**src/rtl/csr_intp_ctrl_pkg.sv**
```systemverilog
// Shared constants, state encoding and mstatus update helpers for the
// trap/interrupt sequencer.
package csr_intp_ctrl_pkg;

  // CSR addresses
  localparam logic [11:0] CSR_MSTATUS = 12'h300;
  localparam logic [11:0] CSR_MIE     = 12'h304;
  localparam logic [11:0] CSR_MTVEC   = 12'h305;
  localparam logic [11:0] CSR_MEPC    = 12'h341;
  localparam logic [11:0] CSR_MCAUSE  = 12'h342;

  // mcause values
  localparam logic [31:0] CAUSE_ECALL  = 32'h0000_000B;
  localparam logic [31:0] CAUSE_EBREAK = 32'h0000_0003;
  localparam logic [31:0] CAUSE_EXT    = 32'h8000_000B;
  localparam logic [31:0] CAUSE_SW     = 32'h8000_0003;
  localparam logic [31:0] CAUSE_TIMER  = 32'h8000_0007;

  // mstatus / mie bit positions
  localparam int MSTATUS_MIE    = 3;
  localparam int MSTATUS_MPIE   = 7;
  localparam int MSTATUS_MPP_LO = 11;
  localparam int MSTATUS_MPP_HI = 12;
  localparam int MIE_MSIE       = 3;
  localparam int MIE_MTIE       = 7;
  localparam int MIE_MEIE       = 11;

  typedef enum logic [2:0] {
    ST_IDLE    = 3'd0,
    ST_W_EPC   = 3'd1,
    ST_W_CAUSE = 3'd2,
    ST_W_STAT  = 3'd3,
    ST_W_MRET  = 3'd4,
    ST_JUMP    = 3'd5
  } state_e;

  // Trap entry: stash MIE into MPIE, disable interrupts, MPP = machine.
  function automatic logic [31:0] trap_mstatus(input logic [31:0] i_stat);
    logic [31:0] r;
    r = i_stat;
    r[MSTATUS_MPIE] = i_stat[MSTATUS_MIE];
    r[MSTATUS_MIE]  = 1'b0;
    r[MSTATUS_MPP_HI:MSTATUS_MPP_LO] = 2'b11;
    return r;
  endfunction

  // Trap return: restore MIE from MPIE, set MPIE, MPP = machine.
  function automatic logic [31:0] mret_mstatus(input logic [31:0] i_stat);
    logic [31:0] r;
    r = i_stat;
    r[MSTATUS_MIE]  = i_stat[MSTATUS_MPIE];
    r[MSTATUS_MPIE] = 1'b1;
    r[MSTATUS_MPP_HI:MSTATUS_MPP_LO] = 2'b11;
    return r;
  endfunction

endpackage

```
**src/rtl/irq_sync2.sv**
```systemverilog
// Two-flop level synchroniser for an asynchronous interrupt line.
module irq_sync2 (
  input  logic clk,
  input  logic rst_b,
  input  logic i_d,
  output logic o_q
);

  logic r_meta;
  logic r_sync;

  // Shift the level through two flops to resolve metastability
  always_ff @(posedge clk or negedge rst_b) begin
    if (!rst_b) begin
      r_meta <= 1'b0;
      r_sync <= 1'b0;
    end else begin
      r_meta <= i_d;
      r_sync <= r_meta;
    end
  end

  assign o_q = r_sync;

endmodule

```
**src/rtl/csr_intp_ctrl.sv**
```systemverilog
// Trap/interrupt sequencer: on an accepted trap writes mepc, mcause and
// mstatus one per cycle, then redirects fetch to mtvec; on mret rewrites
// mstatus and redirects fetch to mepc.
module csr_intp_ctrl
  import csr_intp_ctrl_pkg::*;
#(
  parameter bit VECTORED_EN = 1'b1,
  parameter bit IRQ_SYNC    = 1'b1
) (
  input  logic        clk,
  input  logic        rst_b,
  input  logic        ext_irq,
  input  logic        sw_irq,
  input  logic        timer_irq,
  input  logic        pc_vld_exe,
  input  logic [31:0] pc_exe,
  input  logic        ecall_exe,
  input  logic        ebreak_exe,
  input  logic        mret_exe,
  input  logic [31:0] mstatus_csr,
  input  logic [31:0] mie_csr,
  input  logic [31:0] mtvec_csr,
  input  logic [31:0] mepc_csr,
  output logic        csr_wen_intp,
  output logic [11:0] csr_waddr_intp,
  output logic [31:0] csr_wdata_intp,
  output logic        intp_flush,
  output logic        intp_hold,
  output logic        intp_jump,
  output logic [31:0] intp_jump_addr
);

  state_e      r_state;
  state_e      w_state_nxt;
  logic [31:0] r_epc_q;
  logic [31:0] r_stat_q;
  logic [31:0] r_cause_q;
  logic        r_is_mret;

  logic        w_ext_irq_s;
  logic        w_ext_en;
  logic        w_sw_en;
  logic        w_tmr_en;
  logic        w_accept;
  logic [31:0] w_cause;
  logic [31:0] w_mtvec_base;
  logic [31:0] w_trap_tgt;
  logic        w_unused;

  if (IRQ_SYNC) begin : g_ext_sync
    irq_sync2 u_ext_sync (
      .clk   (clk),
      .rst_b (rst_b),
      .i_d   (ext_irq),
      .o_q   (w_ext_irq_s)
    );
  end else begin : g_ext_raw
    assign w_ext_irq_s = ext_irq;
  end

  assign w_ext_en = mstatus_csr[MSTATUS_MIE] & mie_csr[MIE_MEIE] & w_ext_irq_s;
  assign w_sw_en  = mstatus_csr[MSTATUS_MIE] & mie_csr[MIE_MSIE] & sw_irq;
  assign w_tmr_en = mstatus_csr[MSTATUS_MIE] & mie_csr[MIE_MTIE] & timer_irq;

  // Gated by rst_b so flush/hold stay low while reset is held.
  assign w_accept = rst_b & pc_vld_exe &
                    (mret_exe | ecall_exe | ebreak_exe | w_ext_en | w_sw_en | w_tmr_en);

  // Trap cause in priority order (mret is handled separately, above all of these)
  always_comb begin
    // NOTE: every combinational output gets a default first so no path leaves it unassigned, which would infer a latch.
    w_cause = CAUSE_TIMER;
    if (ecall_exe)       w_cause = CAUSE_ECALL;
    else if (ebreak_exe) w_cause = CAUSE_EBREAK;
    else if (w_ext_en)   w_cause = CAUSE_EXT;
    else if (w_sw_en)    w_cause = CAUSE_SW;
  end

  assign w_mtvec_base = {mtvec_csr[31:2], 2'b00};
  assign w_trap_tgt   = (VECTORED_EN && (mtvec_csr[1:0] == 2'b01) && r_cause_q[31])
                      ? w_mtvec_base + {25'd0, r_cause_q[4:0], 2'b00}
                      : w_mtvec_base;

  // State register
  always_ff @(posedge clk or negedge rst_b) begin
    // NOTE: sequential state uses non-blocking assignments so every flop samples pre-edge values.
    if (!rst_b) r_state <= ST_IDLE;
    else        r_state <= w_state_nxt;
  end

  // Next-state logic
  always_comb begin
    w_state_nxt = r_state;
    case (r_state)
      ST_IDLE:    if (w_accept) w_state_nxt = mret_exe ? ST_W_MRET : ST_W_EPC;
      ST_W_EPC:   w_state_nxt = ST_W_CAUSE;
      ST_W_CAUSE: w_state_nxt = ST_W_STAT;
      ST_W_STAT:  w_state_nxt = ST_JUMP;
      ST_W_MRET:  w_state_nxt = ST_JUMP;
      ST_JUMP:    w_state_nxt = ST_IDLE;
      default:    w_state_nxt = ST_IDLE;
    endcase
  end

  // Capture trap context in the accept cycle
  always_ff @(posedge clk or negedge rst_b) begin
    if (!rst_b) begin
      r_epc_q   <= '0;
      r_stat_q  <= '0;
      r_cause_q <= '0;
      r_is_mret <= 1'b0;
    end else if ((r_state == ST_IDLE) && w_accept) begin
      r_is_mret <= mret_exe;
      if (!mret_exe) begin
        r_epc_q   <= pc_exe;
        r_stat_q  <= mstatus_csr;
        r_cause_q <= w_cause;
      end
    end
  end

  // Output decode: CSR write mux, pipeline control and fetch redirect
  always_comb begin
    csr_wen_intp   = 1'b0;
    csr_waddr_intp = '0;
    csr_wdata_intp = '0;
    intp_flush     = 1'b0;
    intp_hold      = 1'b0;
    intp_jump      = 1'b0;
    intp_jump_addr = '0;
    case (r_state)
      ST_IDLE: begin
        intp_flush = w_accept;
        intp_hold  = w_accept;
      end
      ST_W_EPC: begin
        intp_hold      = 1'b1;
        csr_wen_intp   = 1'b1;
        csr_waddr_intp = CSR_MEPC;
        csr_wdata_intp = r_epc_q;
      end
      ST_W_CAUSE: begin
        intp_hold      = 1'b1;
        csr_wen_intp   = 1'b1;
        csr_waddr_intp = CSR_MCAUSE;
        csr_wdata_intp = r_cause_q;
      end
      ST_W_STAT: begin
        intp_hold      = 1'b1;
        csr_wen_intp   = 1'b1;
        csr_waddr_intp = CSR_MSTATUS;
        csr_wdata_intp = trap_mstatus(r_stat_q);
      end
      ST_W_MRET: begin
        intp_hold      = 1'b1;
        csr_wen_intp   = 1'b1;
        csr_waddr_intp = CSR_MSTATUS;
        csr_wdata_intp = mret_mstatus(mstatus_csr);
      end
      ST_JUMP: begin
        intp_hold      = 1'b1;
        intp_jump      = 1'b1;
        intp_jump_addr = r_is_mret ? {mepc_csr[31:2], 2'b00} : w_trap_tgt;
      end
      default: ;
    endcase
  end

  // Only the enable bits of mie and the word-aligned part of mepc matter here.
  assign w_unused = ^{mie_csr[31:12], mie_csr[10:8], mie_csr[6:4], mie_csr[2:0], mepc_csr[1:0]};

endmodule

```
**config.mk**
```make
export PLATFORM = sky130hd
export DESIGN_NAME = csr_intp_ctrl
export DESIGN_NICKNAME = d
export VERILOG_FILES = /design/src/rtl/csr_intp_ctrl_pkg.sv /design/src/rtl/irq_sync2.sv /design/src/rtl/csr_intp_ctrl.sv
export SDC_FILE = /design/constraint.sdc
export NUM_CORES = 1
export LEC_CHECK = 0
export ABC_AREA = 1
export BUFFER_PORTS_ARGS = -buffer_cell sky130_fd_sc_hd__buf_4
export CAP_MARGIN = 30
export CORE_MARGIN = 2
export CORE_UTILIZATION = 51
export DETAILED_ROUTE_END_ITERATION = 10
export PLACE_DENSITY = 0.94
export SLEW_MARGIN = 20
export SYNTH_ARGS = -nofsm -noshare
export SYNTH_HDL_FRONTEND = slang
export SYNTH_SLANG_ARGS = --single-unit
export TNS_END_PERCENT = 50
```
**constraint.sdc**
```tcl
create_clock -name clk -period 6.95 [get_ports clk]
set_input_delay 1.39 -clock clk [delete_from_list [all_inputs] [get_ports clk]]
set_output_delay 1.39 -clock clk [all_outputs]
set_load 0.02 [all_outputs]
```
==> impl_table.tex <==
\begin{tabular}{lr}
\hline
Metric & Value \\
\hline
\multicolumn{2}{l}{\textbf{CTS}} \\
Clock buffer count from CTS & 9 \\
Max Buffers Root-to-Sink & 2 \\
CTS root buffer & clkbuf\_8 \\
CTS H-tree lvls & 3 \\
Skew-Pair Late Insertion Delay & between 300 and 400 ps \\
Resized Gates After CTS & 0 \\
Total setup buffers inserted after CTS & 0 \\
Clk pin slew, worst setup/hold paths & roughly 70 ps \\
Total number of clock tree sinks & 71 \\
Post-CTS Hold Buffers & 0 \\
Clock tree from TritonCTS & yes \\
\multicolumn{2}{l}{\textbf{Critical path}} \\
FF-to-FF Start & g\_ext\_sync.u\_ext\_sync.o\_q \\
Critical path peak fanout & 4 \\
Worst path max stage delay & $\sim$400 ps \\
Buf/Inv on CP & 4 \\
Crit-path slowest cell & fa\_1 \\
Total number of cells along the worst setup path & 12 \\
Worst-path cell chain & buf\_4, ha\_1, inv\_1, fa\_1, nor2\_1, o21ai\_2, nor2\_4, nand2\_2, xnor2\_1, o21ai\_0, inv\_1, buf\_4 \\
Worst Reg2Reg Path Length in Cells & 7 \\
Crit path required time & 5560 ps \\
Top delay family on crit path & adder cells \\
Reg2reg setup slack & roughly 4400 ps \\
Critical Path Source Type & primary input \\
Critical path endpoint category & output pin \\
Kind of critical path & primary input to output pin \\
Worst flop-to-flop path endpoint & r\_epc\_q[30] \\
WP data arrival & approximately 3300 ps \\
\multicolumn{2}{l}{\textbf{GRT}} \\
Residual overflow from global routing & 0 \\
Wire length of the first global-routing pass & between 20000 and 25000 um \\
Via count of the first global-routing pass & between 5000 and 6000 \\
Overall track demand over capacity in global routing & 26.8\% \\
Number of antenna violations at the first check in global routing & 0 \\
Routing usage on met2 & between 40 and 50\% \\
M3 GR Usage & between 8 and 9\% \\
Largest net degree at the start of global routing & 79 \\
Met1 capacity usage during global routing & between 30\% and 40\% \\
Global route hottest layer & met2 \\
\multicolumn{2}{l}{\textbf{Timing}} \\
Final period utilization & around two thirds \\
Transition at the pin with the smallest max-transition slack & 829 ps \\
Post-Route Skew & about 10 ps \\
Final count of hold timing violations & 0 \\
Final setup vio count & 0 \\
Worst slew slack as a fraction of its limit & about 45\% \\
Worst Slack Setup Final & approximately 2300 ps \\
RSZ-0062 raised after global routing & false \\
Minimum period implied by the final worst setup slack & about 4700 ps \\
Max-slew violations & 0 \\
Hold slack & between 300 and 400 ps \\
Final total negative setup slack & 0 ps \\
FMAX & between 200 and 250 MHz \\
\multicolumn{2}{l}{\textbf{Floorplan}} \\
Die width & 106 um \\
Core Footprint & between 10000 and 15000 um2 \\
Area of the die & $\sim$11000 um2 \\
Starting utilization of the core area & approximately 52\% \\
Total number of placement rows & 37 \\
Die outline height & approximately 110 um \\
Count of pins on the block boundary & 249 \\
\multicolumn{2}{l}{\textbf{Cells and area}} \\
Number of fill cells & about 830 \\
Share of layout cells above drive strength 1 & between 30\% and 40\% \\
Leading cell types in the layout, fill and taps excluded & nand2\_1 (222), buf\_4 (209), inv\_1 (122) \\
Layout overhead on the synthesized area & 33.0\% \\
Leading cell type in the layout, fill and taps excluded & nand2\_1 \\
Final-stage net count & about 1100 \\
Total inserted antenna cells & 0 \\
\multicolumn{2}{l}{\textbf{Place}} \\
Port-buffer cells & around 200 \\
Pre-CTS setup slack & about 2300 ps \\
Weighted congestion at the end of routability-driven global placement & approximately 0.91 \\
Detailed placer's ending HPWL & 11500 um \\
\multicolumn{2}{l}{\textbf{Min path}} \\
Endpoint with the worst hold slack & g\_ext\_sync.u\_ext\_sync.o\_q \\
Hold wc startpoint & g\_ext\_sync.u\_ext\_sync.r\_meta \\
Hold-critical path depth & 0 \\
Hold crit path type & flip-flop to flip-flop \\
\multicolumn{2}{l}{\textbf{Route}} \\
Post-route DRC & 0 \\
Number of vias in the routed layout & about 5500 \\
Via-per-instance ratio & $\sim$5.0 \\
Detailed router's first-iteration violation count & 440 \\
First-pass detailed-route iteration total & 6 \\
Count of nets left with antenna violations after detail routing & 0 \\
Per-cell routed wire length & 13.9 um \\
Routed wire length & roughly 15000 um \\
\multicolumn{2}{l}{\textbf{Synthesis}} \\
Unique masters post-synth & 44 \\
Number of standard cells after synthesis & approximately 760 \\
Synthesized flop and latch total & between 70 and 80 \\
Mapped Area & 5260 um2 \\
Sequential share of the synthesized area & between 30 and 40\% \\
Warnings, synthesis & 0 \\
Per-instance average area after synthesis & around 6.9 um2 \\
\multicolumn{2}{l}{\textbf{Run status}} \\
Outcome & finished, final reports clean \\
\multicolumn{2}{l}{\textbf{Run}} \\
Max-cap violations & 0 \\
\multicolumn{2}{l}{\textbf{Pwr}} \\
Total power & roughly 2.1 mW \\
Power density of the placed cells & roughly 300 nW/um2 \\
Largest voltage drop on the vdd net & 218 uV \\
Static leakage power & $\sim$3.9 nW \\
\hline
\end{tabular}
[cell usage after synthesis]
| cell | number | area, um2 |
|---|---|---|
| or2_1 | 1 | 6.26 |
| a21oi_1 | 18 | 90.1 |
| and3_1 | 1 | 6.26 |
| a31oi_1 | 1 | 6.26 |
| buf_2 | 7 | 35.0 |
| a22oi_1 | 1 | 7.51 |
| nand3_2 | 2 | 20.0 |
| xnor2_1 | 2 | 17.5 |
| nor3_2 | 3 | 30.0 |
| nor2_2 | 6 | 37.5 |
| xor2_1 | 3 | 26.3 |
| clkbuf_1 | 9 | 33.8 |
| inv_1 | 122 | 458 |
| ha_1 | 6 | 75.1 |
| nand3_1 | 26 | 130 |
| and2_1 | 1 | 6.26 |
| nand2_1 | 222 | 833 |
| fa_1 | 1 | 20.0 |
| nand3b_1 | 3 | 22.5 |
| o21ai_1 | 10 | 50.1 |
| buf_4 | 10 | 75.1 |
| nor2_4 | 2 | 22.5 |
| nor3_1 | 8 | 40.0 |
| inv_2 | 2 | 7.51 |
| or2_2 | 2 | 12.5 |
| dfrtp_1 | 71 | 1780 |
| o21ai_0 | 32 | 160 |
| a21boi_0 | 1 | 7.51 |
| nor2_8 | 1 | 20.0 |
| conb_1 | 1 | 3.75 |
| a221o_1 | 1 | 10.0 |
| buf_1 | 1 | 3.75 |
| inv_4 | 1 | 6.26 |
| buf_6 | 13 | 146 |
| nand4_2 | 1 | 12.5 |
| o21ai_2 | 52 | 455 |
| nand4_1 | 5 | 31.3 |
| nor2_1 | 72 | 270 |
| o2111ai_1 | 3 | 26.3 |
| nand2_2 | 4 | 25.0 |
| nor3b_1 | 1 | 7.51 |
| or2_0 | 2 | 12.5 |
| o211ai_1 | 28 | 210 |
| clkinv_1 | 2 | 7.51 |
[routing by layer]
layer	part of all wire, %	vias up
li1	-	2757
met1	38	2473
met2	50	254
met3	9.6	29
met4	2.2	0
met5	0	-
[report_power, final]
| part | internal [mW] | total, mW | switching [mW] |
|---|---|---|---|
| sequential | 0.604 | 0.728 | 0.124 |
| combinational | 0.433 | 1.09 | 0.657 |
| clock | 0.166 | 0.329 | 0.162 |
| total | 1.20 | 2.15 | 0.944 |
[sequential cells by signal, summed over array words and instances (netlist names)]
signal	count
g_ext_sync.u_ext_sync.o_q	1
r_epc_q	32
r_cause_q	4
r_stat_q	29
g_ext_sync.u_ext_sync.r_meta	1
r_is_mret	1
r_state	3
[how the worst max path moves through the flow]
stage / from / to / slack (ps)
after floorplan: mtvec_csr[2] / intp_jump_addr[18] / 2670
after global placement: mtvec_csr[2] / intp_jump_addr[20] / 2240
after detailed placement: mtvec_csr[2] / intp_jump_addr[20] / 2270
after CTS: mtvec_csr[2] / intp_jump_addr[20] / 2250
after global routing: mtvec_csr[2] / intp_jump_addr[20] / 2070
final: mtvec_csr[2] / intp_jump_addr[20] / 2250
[worst register-to-register path, cell delays in order, from the launching register on]
cell	delay [ps]
dfrtp_1	370
nand3_1	110
nand2_1	80
nor3_2	190
nand2_1	170
nand3_4	520
buf_4	800
o21ai_0	210
[final cells by class]
| type | count | area (um2) | area share (%) |
|---|---|---|---|
| timing repair buffer | 212 | 1630 | 23.2 |
| inverter | 127 | 479 | 6.85 |
| tap | 136 | 170 | 2.43 |
| multi-input combinational | 531 | 2750 | 39.3 |
| clock buffer | 9 | 124 | 1.77 |
| sequential | 71 | 1780 | 25.4 |
| clock inverter | 7 | 71.3 | 1.02 |
[through the flow]
stage,instances,utilization (%),cell area [um2]
2_1_floorplan,769,-,5290
3_3_place_gp,1074,66.2,6750
3_5_place_dp,1076,66.5,6780
4_1_cts,1092,68.4,6970
5_1_grt,1093,68.7,7000
6_report,1093,68.7,7000
[kinds of logic after synthesis]
family	share of synthesized area, %
AO/OA/AOI/OAI	19.4
adder cells (fa/ha/maj)	1.81
buffers and inverters	14.7
flip-flops	33.8
XOR/XNOR	0.832
other	0.0713
AND/OR/NAND/NOR	29.4
Power figures use the tool's default switching activity.
